## src/rtl/uart_cmd_parser.sv

```systemverilog
// rtl/uart_cmd_parser.sv - two-byte UART command parser with reply handshake
//
// Ports:
//   clk        in   1   system clock, rising edge
//   rst_n      in   1   asynchronous active-low reset
//   rx_data    in   8   received byte, valid with rx_valid
//   rx_valid   in   1   one-cycle receive strobe
//   cmd        out  8   command code of the last valid packet
//   addr       out  8   address of the last valid packet
//   cmd_valid  out  1   one-cycle strobe when cmd/addr are updated
//   tx_word    out  16  reply word for the transmitter
//   tx_start   out  1   transmit request, held until tx_busy is seen high
//   tx_busy    in   1   transmitter busy
//   overrun    out  1   sticky: byte received while a reply was pending
module uart_cmd_parser #(
  parameter int unsigned TIMEOUT_CYCLES = 500000,
  parameter logic [7:0]  MAX_CMD        = 8'h07,
  parameter logic [7:0]  MAX_ADDR       = 8'h20
) (
  input  logic        clk,
  input  logic        rst_n,
  input  logic [7:0]  rx_data,
  input  logic        rx_valid,
  output logic [7:0]  cmd,
  output logic [7:0]  addr,
  output logic        cmd_valid,
  output logic [15:0] tx_word,
  output logic        tx_start,
  input  logic        tx_busy,
  output logic        overrun
);

  localparam int unsigned   CW       = (TIMEOUT_CYCLES > 1) ? $clog2(TIMEOUT_CYCLES) : 1;
  localparam logic [CW-1:0] CNT_LAST = CW'(TIMEOUT_CYCLES - 1);

  localparam logic [7:0] ERR_CMD     = 8'hE1;
  localparam logic [7:0] ERR_ADDR    = 8'hE2;
  localparam logic [7:0] ERR_TIMEOUT = 8'hE3;

  typedef enum logic [2:0] {
    IDLE,
    WAIT_ADDR,
    CHECK,
    SEND,
    WAIT_TX
  } state_t;

  state_t        state, state_nxt;
  logic [CW-1:0] cnt, cnt_nxt;
  logic          expired, expired_nxt;
  logic [7:0]    first_byte, first_nxt;
  logic [7:0]    second_byte, second_nxt;
  logic [7:0]    cmd_nxt, addr_nxt;
  logic          cmd_valid_nxt;
  logic [15:0]   tx_word_nxt;
  logic          tx_start_nxt;
  logic          overrun_nxt;

  always_ff @(posedge clk or negedge rst_n) begin
    if (!rst_n) begin
      state       <= IDLE;
      cnt         <= '0;
      expired     <= 1'b0;
      first_byte  <= 8'h00;
      second_byte <= 8'h00;
      cmd         <= 8'h00;
      addr        <= 8'h00;
      cmd_valid   <= 1'b0;
      tx_word     <= 16'h0000;
      tx_start    <= 1'b0;
      overrun     <= 1'b0;
    end else begin
      state       <= state_nxt;
      cnt         <= cnt_nxt;
      expired     <= expired_nxt;
      first_byte  <= first_nxt;
      second_byte <= second_nxt;
      cmd         <= cmd_nxt;
      addr        <= addr_nxt;
      cmd_valid   <= cmd_valid_nxt;
      tx_word     <= tx_word_nxt;
      tx_start    <= tx_start_nxt;
      overrun     <= overrun_nxt;
    end
  end

  always_comb begin
    state_nxt     = state;
    cnt_nxt       = cnt;
    expired_nxt   = 1'b0;
    first_nxt     = first_byte;
    second_nxt    = second_byte;
    cmd_nxt       = cmd;
    addr_nxt      = addr;
    cmd_valid_nxt = 1'b0;
    tx_word_nxt   = tx_word;
    overrun_nxt   = overrun;

    case (state)
      IDLE: begin
        if (rx_valid) begin
          first_nxt = rx_data;
          cnt_nxt   = '0;
          state_nxt = WAIT_ADDR;
        end
      end

      WAIT_ADDR: begin
        // A byte arriving on the expiry cycle still completes the packet.
        if (rx_valid) begin
          second_nxt = rx_data;
          state_nxt  = CHECK;
        end else if (expired) begin
          tx_word_nxt = {ERR_TIMEOUT, first_byte};
          state_nxt   = SEND;
        end else begin
          // The counter parks at its last value; the expiry flag is registered
          // from it so the request rises TIMEOUT_CYCLES+1 edges after the
          // first byte.
          if (cnt != CNT_LAST) begin
            cnt_nxt = cnt + CW'(1);
          end
          expired_nxt = (cnt == CNT_LAST);
        end
      end

      CHECK: begin
        if (first_byte == 8'h00 || first_byte > MAX_CMD) begin
          tx_word_nxt = {ERR_CMD, first_byte};
        end else if (second_byte == 8'h00 || second_byte > MAX_ADDR) begin
          tx_word_nxt = {ERR_ADDR, first_byte};
        end else begin
          cmd_nxt       = first_byte;
          addr_nxt      = second_byte;
          cmd_valid_nxt = 1'b1;
          tx_word_nxt   = {first_byte, second_byte};
        end
        state_nxt = SEND;
        if (rx_valid) begin
          overrun_nxt = 1'b1;
        end
      end

      SEND: begin
        if (tx_busy) begin
          state_nxt = WAIT_TX;
        end
        if (rx_valid) begin
          overrun_nxt = 1'b1;
        end
      end

      WAIT_TX: begin
        if (!tx_busy) begin
          state_nxt = IDLE;
        end
        if (rx_valid) begin
          overrun_nxt = 1'b1;
        end
      end

      default: begin
        state_nxt = IDLE;
      end
    endcase

    // Request is a registered copy of "next state is SEND".
    tx_start_nxt = (state_nxt == SEND);
  end

endmodule
```

## config.mk

```make
export PLATFORM = sky130hd
export DESIGN_NAME = uart_cmd_parser
export DESIGN_NICKNAME = d
export VERILOG_FILES = /design/src/rtl/uart_cmd_parser.sv
export SDC_FILE = /design/constraint.sdc
export NUM_CORES = 1
export LEC_CHECK = 0
export CORE_MARGIN = 2
export CORE_UTILIZATION = 25
export DETAILED_ROUTE_END_ITERATION = 8
export SYNTH_ARGS = -nofsm -noshare
export SYNTH_HDL_FRONTEND = slang
export SYNTH_SLANG_ARGS = --single-unit
export TNS_END_PERCENT = 50
```

## constraint.sdc

```tcl
create_clock -name clk -period 5.36 [get_ports clk]
set_clock_uncertainty 0.1 [all_clocks]
set_input_delay 1.072 -clock clk [delete_from_list [all_inputs] [get_ports clk]]
set_output_delay 1.072 -clock clk [all_outputs]
set_load 0.02 [all_outputs]
```

Word level (Yosys, flattened, before mapping)
Index checks and enable logic that the tools add are counted.
{ "totals": {"input_bits": 12, "ff_bits": 74} }
{ "op_classes": {"order_cmp": 2, "n_reduce_logical": 14, "eq_ne": 12, "mux": 22, "n_addsub": 1, "bitwise_logic": 2} }
{ "ops": {"columns": ["op", "n"], "rows": [
  ["$mux W19", 4],
  ["$mux W16", 4],
  ["$pmux W19 S2", 1],
  ["$pmux W16 S2", 1],
  ["$add A19 B1 Y19 const B", 1],
  ["$eq A19 B19 Y1 const B", 1],
  ["$ne A19 B19 Y1 const B", 1],
  ["$logic_not A8 Y1", 2],
  ["$mux W3", 5],
  ["$pmux W3 S5", 1],
  ["$ne A2 B2 Y1 const B", 5],
  ["$eq A3 B2 Y1 const B", 3],
  ["$gt A8 B3 Y1 const B", 1],
  ["$gt A8 B6 Y1 const B", 1],
  ["$mux W1", 6],
  ["$reduce_and A2 Y1", 3],
  ["$reduce_and A3 Y1", 2],
  ["$reduce_and A5 Y1", 1],
  ["$reduce_bool A2 Y1", 2],
  ["$eq A3 B1 Y1 const B", 1],
  ["$eq A3 B3 Y1 const B", 1],
  ["$logic_not A3 Y1", 1],
  ["$reduce_or A3 Y1", 1],
  ["$logic_or A1 B1 Y1", 2],
  ["$not A1 Y1", 2]
]} }

Depth between registers and ports, before layout
{ "logic_depth": {"ltp_word": 5, "depth_mapped": 8, "depth_no_buf": 6} }

Worst setup path before layout
OpenSTA, ideal clock, no wires.
{ "synth_path": {"kind": "input -> register", "start": "input rx_valid", "end": "register cnt[18]", "path_stages": 7, "required_time_ps": 5150, "path_buffers": 2, "slack_ps": 2633, "arrival_ps": 2517, "cell_sequence": "buf_2 nor4b_4 or3_1 o21bai_1 clkbuf_1 o21ai_1 o41ai_1"} }
{ "synth_between": {"elab_chain_len": 2, "word_cells_on_any_way": 3, "classes_between": "2 x eq/ne; 1 x reduce/logical"} }
{ "synth_rtl": {"columns": ["item", "line_no", "text"], "rows": [
  ["start: declaration", "23", "input logic rx_valid,"],
  ["$ne A2 B2 Y1 (no source line)", null, null],
  ["$reduce_and A5 Y1 (no source line) (*)", null, null],
  ["end signal: assignment", "74", "cnt <= cnt_nxt;"],
  ["end: declaration", "49", "logic [CW-1:0] cnt, cnt_nxt;"]
]} }
Mark *: on every way between the ends. The rest lies on a longest branch, timed or not.
A chain may end at the register's enable or synchronous reset.

Worst setup path in the final report
{ "layout_path": {"start": "input rx_valid", "end": "register cnt[16]"} }
Same word-level chain as after synthesis.

==> results.sh <==
export IMPL_crit_chain="clkdlybuf4s50_1, nor4b_4, or3_1, o21bai_1, o21ai_0, o31ai_1"
export IMPL_yosys_area_share_simple_pct=20.7
export IMPL_worst_ep_required_time_ps=5490
export IMPL_postCtsSetupBuffers=0
export IMPL_layout_common_cells="dfrtp_1, clkdlybuf4s50_1, nand2_1, nor2_1"
export IMPL_route_vias_total=2536
export IMPL_synth_adder_area_share_pct=0.371
export IMPL_syn_instance_count=312
export IMPL_setup_worst_path_start_class="input pin"
export IMPL_setup_repair_after_global_routing_missed_its_margin="false"
export IMPL_run_status="finished, final reports clean"
export IMPL_vias_per_cell=4.75
export IMPL_grt_util_met2_pct=18.1
export IMPL_synth_main_ff_cell="dfrtp_1"
export IMPL_gp_congestion=0.775
export IMPL_power_total_w=0.00208
export IMPL_antenna_found_initial=0
export IMPL_slowest_stage="o21bai_1"
export IMPL_num_rows=42
export IMPL_grt_pass1_vias=2493
export IMPL_yosys_warnings=0
export IMPL_drt_pass1_iter_count=4
export IMPL_htree_levels=3
export IMPL_cts_hold_repair_buffers=0
export IMPL_synth_edff_count=0
export IMPL_die_area_um2=14400
export IMPL_criticalPathCategory="in -> reg"
export IMPL_cts_buffers=9
export IMPL_io_pins=47
export IMPL_syn_area_um2=3370
export IMPL_worst_endpoint_arrival_ps=3670
export IMPL_cts_repair_resized=0
export IMPL_minimum_clock_period_after_layout_ps=3540
export IMPL_count_of_unresolved_drc_violations_after_routing=0
export IMPL_max_stage_delay_ps=1040
export IMPL_post_drt_wl_per_cell_um=14.3
export IMPL_max_slew_margin_pct=9.03
export IMPL_hp_class="reg -> reg"
export IMPL_grt_overflow=0
export IMPL_compound_cell_area_share_of_the_yosys_netlist_pct=12.6
export IMPL_ant_nets=0
export IMPL_start_util_pct=25.6
export IMPL_clock_path_buffers=2
export IMPL_io_buffer_count=46
export IMPL_pin_count_of_the_biggest_net_entering_global_routing=39
export IMPL_clk_pin_slew_worst_paths_ps=60
export IMPL_final_nets=366
export IMPL_ys_seq_area_share_pct=54.9
export IMPL_groute_layer_met1_usage_pct=14.7
export IMPL_number_of_clock_sinks=74
export IMPL_grtUsageTotal_pct=11.3
export IMPL_grt_met3_usage_pct=2.41
export IMPL_worst_slew_pin_slew_ps=1360
export IMPL_synth_seq_cells=74
export IMPL_maxClockFrequency_ghz=0.282
export IMPL_antennaDiodeCount=0
export IMPL_grt_pass1_wl_um=12900
export IMPL_area_growth_pct=27.3
export IMPL_clk_insertion_delay_late_ps=330
export IMPL_maxCapViolations=0
export IMPL_p_leak_nw=1.78
export IMPL_die_w_um=120
export IMPL_timing_setup_tns_ps=0
export IMPL_final_max_slew_viol_count=0
export IMPL_wl_um=7640
export IMPL_post_synth_num_cell_types=49
export IMPL_syn_avg_cell_area_um2=10.8
export IMPL_crit_path_max_fanout=18
export IMPL_busiest_grt_layer="met2"
export IMPL_max_vdd_ir_drop_mv=0.167
export IMPL_post_synth_xor_area_fraction_pct=0
export IMPL_setup_viol=0
export IMPL_main_combinational_cell_family_by_area_after_synthesis="simple AND/OR/NAND/NOR gates"
export IMPL_floorplan_die_height_um=120
export IMPL_period_share_pct=66.0
export IMPL_powerDensity_nw_per_um2=484
export IMPL_type_of_element_capturing_the_critical_path="register"
export IMPL_cts_tree="built"
export IMPL_yosys_mux_area_fraction_pct=8.68
export IMPL_core_area_um2=13200
export IMPL_detailed_place_hpwl_um=5190
export IMPL_hold_viol=0
export IMPL_first_iter_violations=155
export IMPL_mappedNetlistNets=325
export IMPL_final_common_cell="dfrtp_1"
export IMPL_async_set_or_reset_flop_fraction_in_the_synthesized_netlist_pct=100
export IMPL_layout_drive_gt1_share_pct=9.78
export IMPL_ctsRootBufferMaster="clkbuf_16"
[cell type report]
type / count / area, µm²
repair buffers: 47 / 463
inverters: 3 / 11.3
well taps: 176 / 220
clock inverters: 6 / 88.8
clock buffers: 10 / 229
fillers: 1318 / 8900
flip-flops and latches: 74 / 1850
multi-input cells: 218 / 1430
[final timing paths]
kind,startpoint,end,slack [ps],cells past startpoint
hold reg to reg,overrun,overrun,370,1
setup / recovery,rx_valid,cnt[16],1820,6
max in group asynchronous,rst_n,tx_word[7],3430,2
setup reg to reg,cnt[0],cnt[16],2560,6
hold / removal,overrun,overrun,370,1
min in group asynchronous,rst_n,addr[1],740,1
[critical path: cells and delay by family]
family / cells / cell delay [ps]
and+or+nand+nor: 2 / 600
AOI/OAI and AO/OA: 3 / 1390
buffers and inverters: 1 / 590
[metrics by stage]
step | setup slack (ps) | utilization, % | std cells | instance area, µm² | hold slack [ps]
floorplan | 2630 | - | 312 | 3370 | 341
global placement | 1590 | 30.1 | 518 | 3980 | 360
detailed placement | 1470 | 30.1 | 518 | 3980 | 354
CTS | 1840 | 32.6 | 534 | 4290 | 374
global route | 1630 | 32.6 | 534 | 4290 | 396
finish | 1820 | 32.6 | 534 | 4290 | 365
[cell families after synthesis]
logic type / Yosys count
and+or+nand+nor: 124
DFF: 74
AOI/OAI and AO/OA: 67
muxes: 26
buffers and inverters: 20
adders and majority gates: 1
[flip-flops by register name, indices dropped and copies added (netlist names), 3 cells and up]
register	flops
tx_word	16
second_byte	8
cnt	19
addr	8
first_byte	8
state	3
cmd	8
[routing by layer]
metal,part of all wire (%),wire length [µm]
met5,0,0
met4,1.7,129
met3,3.9,299
met2,48,3670
met1,46,3540
[power breakdown]
| part | total (W) | leakage, nW | switching [W] | internal (W) |
|---|---|---|---|---|
| combinational | 0.000588 | 0.682 | 0.000315 | 0.000273 |
| clock | 0.000644 | 0.149 | 0.000235 | 0.000408 |
| sequential | 0.000847 | 0.950 | 0.000151 | 0.000697 |
| total | 0.00208 | 1.78 | 0.000701 | 0.00138 |
[cells in the mapped netlist (3+ instances only)]
| cell type | number | area share, % |
|---|---|---|
| nand4_1 | 8 | 1.5 |
| dfrtp_1 | 74 | 55 |
| and3_1 | 4 | 0.74 |
| nor4bb_1 | 3 | 0.89 |
| a31oi_1 | 3 | 0.56 |
| inv_1 | 3 | 0.33 |
| buf_2 | 5 | 0.74 |
| nand3_1 | 11 | 1.6 |
| nor2b_1 | 9 | 1.7 |
| o21ai_1 | 14 | 2.1 |
| mux2_2 | 14 | 4.7 |
| nor4_1 | 3 | 0.56 |
| a22oi_1 | 5 | 1.1 |
| clkbuf_1 | 8 | 0.89 |
| a21oi_1 | 13 | 1.9 |
| o21ai_0 | 10 | 1.5 |
| nor3_1 | 8 | 1.2 |
| nor3b_1 | 4 | 0.89 |
| nand2_1 | 30 | 3.3 |
| nor2_1 | 19 | 2.1 |
| mux2_1 | 12 | 4.0 |
| or3_1 | 4 | 0.74 |
| and2_1 | 4 | 0.74 |
| and4_1 | 3 | 0.78 |
| o31ai_1 | 5 | 1.1 |
| nand3b_1 | 3 | 0.67 |
| a21o_1 | 3 | 0.67 |
Note: power is estimated with default switching activity, not from simulation.
==> RTL edit (config.mk and constraints unchanged) <==
The 5 states of `state_t` get a one-hot encoding in 5 bits.
--- a/src/rtl/uart_cmd_parser.sv
+++ b/src/rtl/uart_cmd_parser.sv
@@ -38,10 +38,10 @@
   localparam logic [7:0] ERR_TIMEOUT = 8'hE3;
 
-  typedef enum logic [2:0] {
-    IDLE,
-    WAIT_ADDR,
-    CHECK,
-    SEND,
-    WAIT_TX
+  typedef enum logic [4:0] {
+    IDLE      = 5'b00001,
+    WAIT_ADDR = 5'b00010,
+    CHECK     = 5'b00100,
+    SEND      = 5'b01000,
+    WAIT_TX   = 5'b10000
   } state_t;
 
Check against the original RTL: same outputs for any inputs over 10 cycles, from zero or initial values and one cycle with rst_n low; not proved beyond that.
==> RTL edit against the unedited design <==
  * Wire length is 0.18% higher
  * Via count is 2.0% higher
  * Worst setup slack better by 550 ps
  * Sequential share of layout area is 1.0 points higher
  * Cell area is 0.41% higher
  * Total power is 5.6% lower
  * Synthesized cell count is 4.2% higher
  * First-iteration DRC count is 34% higher
  * Synthesized area is 0.41% higher
  * Sequential cell count is 2 higher
  * Largest cell class unchanged
  * Largest power group unchanged
==> RTL edit: results (changes against the unedited design) <==
Logic synthesis:
- The net count after synthesis is 338 (+4.0%).
- The post-synthesis sequential area ratio is 0.562 (+0.0129).
- The area share of fa/ha/maj cells after synthesis is 0.00369 (-0.0000151).
- The share of synthesized area spent on multiplexers is 0.0657 (-0.0210).
- By area the synthesized netlist is led by sky130_fd_sc_hd__dfrtp_1 (55%), sky130_fd_sc_hd__mux2_2 (6.0%), sky130_fd_sc_hd__nand2_1 (5.4%), sky130_fd_sc_hd__nand3_1 (2.7%), sky130_fd_sc_hd__nor2_1 (2.5%).
- The unique cell type count in the Yosys netlist is 44 (-10%).
- In the synthesized netlist, the cells that appear most often are sky130_fd_sc_hd__dfrtp_1 (75), sky130_fd_sc_hd__nand2_1 (49), sky130_fd_sc_hd__nor2_1 (23).
- The post-synthesis compound-gate area fraction is 0.109 (-0.0168).
- The average footprint of a synthesized cell is 10.4 um2 (-3.6%).
- The xor/xnor share of the synthesized area is 0.00775 (+0.00775).

Place:
- The minimum setup slack after placement is 2040 ps (+562 ps).
- The final weighted congestion in routability-driven placement is 0.823 (+6.3%).
- The placed wire-length estimate after detailed placement is 5130 um (-1.2%).
- The placed cell count was 529 (+2.1%).
- The area after detailed placement is 0.00397 mm2 (-0.16%).

Routing:
- The post-detailed-route wirelength per cell is 14.0 um (-1.8%).
- The ratio of routed vias to standard cells was 4.74 (about the same).
- The first-iteration detailed-routing DRC count was 207 (+34%).
- The routed wire length is 7650 um (+0.18%).
- The count of TritonRoute iterations in the first routing pass is 5 (+1).

Power:
- The power dissipated in combinational cells is 0.000466 W (-21%).
- The proportion of power drawn by combinational gates is 0.237 (-0.046).
- The leakage power is 1.85 nW (+3.6%).
- The clock network power consumption was 0.000688 W (+6.8%).
- The cell-internal power was 0.00135 W (-1.8%).
- The maximum VDD drop came to 200 uV (+20%).

Setup path:
- The setup slack of the worst register-to-register path is 2760 ps (+200 ps).
- The critical-path maximum fanout is 23 (+5).

Global route:
- The via count of the first global-routing pass is 2551 (+2.3%).
- The total global routing track utilization is 0.115 (+0.00215).
- The pin count of the biggest net entering global routing is 77 (+97%).
- The wire length of the first global-routing pass is 13100 um (+1.7%).

STA:
- The actual slew at the worst max-slew pin is 979 ps (-383 ps).
- The post-layout minimum cycle time is 2990 ps (-549 ps).
- The worst hold-check slack is 364 ps (-1.13 ps).

Layout:
- The fill cell instance count of the final layout is 1346 (+2.1%).
- The net count of the finished layout is 377 (+3.0%).
- The fraction of layout cells with a size suffix above 1 is 0.106 (+0.00793).

Outcome:
- The run finished with clean final reports.

Worst hold path:
- The path class of the lowest-slack min-delay path is reg -> reg.
==> RTL edit: worst max-delay path, cell delays in order <==
cell                              delay, ps
sky130_fd_sc_hd__clkdlybuf4s50_1        540
sky130_fd_sc_hd__nor2_1                 190
sky130_fd_sc_hd__nand4_1                160
sky130_fd_sc_hd__a21o_1                 410
sky130_fd_sc_hd__or4_1                  580
sky130_fd_sc_hd__a21oi_1                160
==> RTL edit: routing by layer <==
layer,track usage,routed length (um)
met5,0,0
met4,0.0560,128
met3,0.0259,310
met2,0.170,3640
met1,0.158,3580
==> RTL edit: logic make-up (layout without fill, tap and decap cells) <==
kind of cell,count (synthesis),in the layout
adders and majority gates,1,1
muxes,20,20
and+or+nand+nor,148,148
buffers and inverters,20,64
DFF,76,76
AOI/OAI and AO/OA,57,57
xor gates and xnor gates,3,3
==> RTL edit: final timing paths <==
check / cells after the start / end / startpoint
max: 6 / cnt[18] / rx_valid
min: 1 / overrun / overrun
max reg2reg: 5 / cmd[2] / first_byte[5]
min reg2reg: 1 / overrun / overrun
max in group asynchronous: 1 / expired / rst_n
min in group asynchronous: 1 / second_byte[6] / rst_n
==> RTL edit: area by class of cell <==
cell class	count	area, um2	area share
Inverter	2	7.51	0.00174
Tap cell	176	220	0.0511
Clock buffer	10	229	0.0531
Sequential cell	76	1900	0.441
Clock inverter	6	113	0.0261
Multi-Input combinational cell	229	1380	0.320
Timing Repair Buffer	46	458	0.106
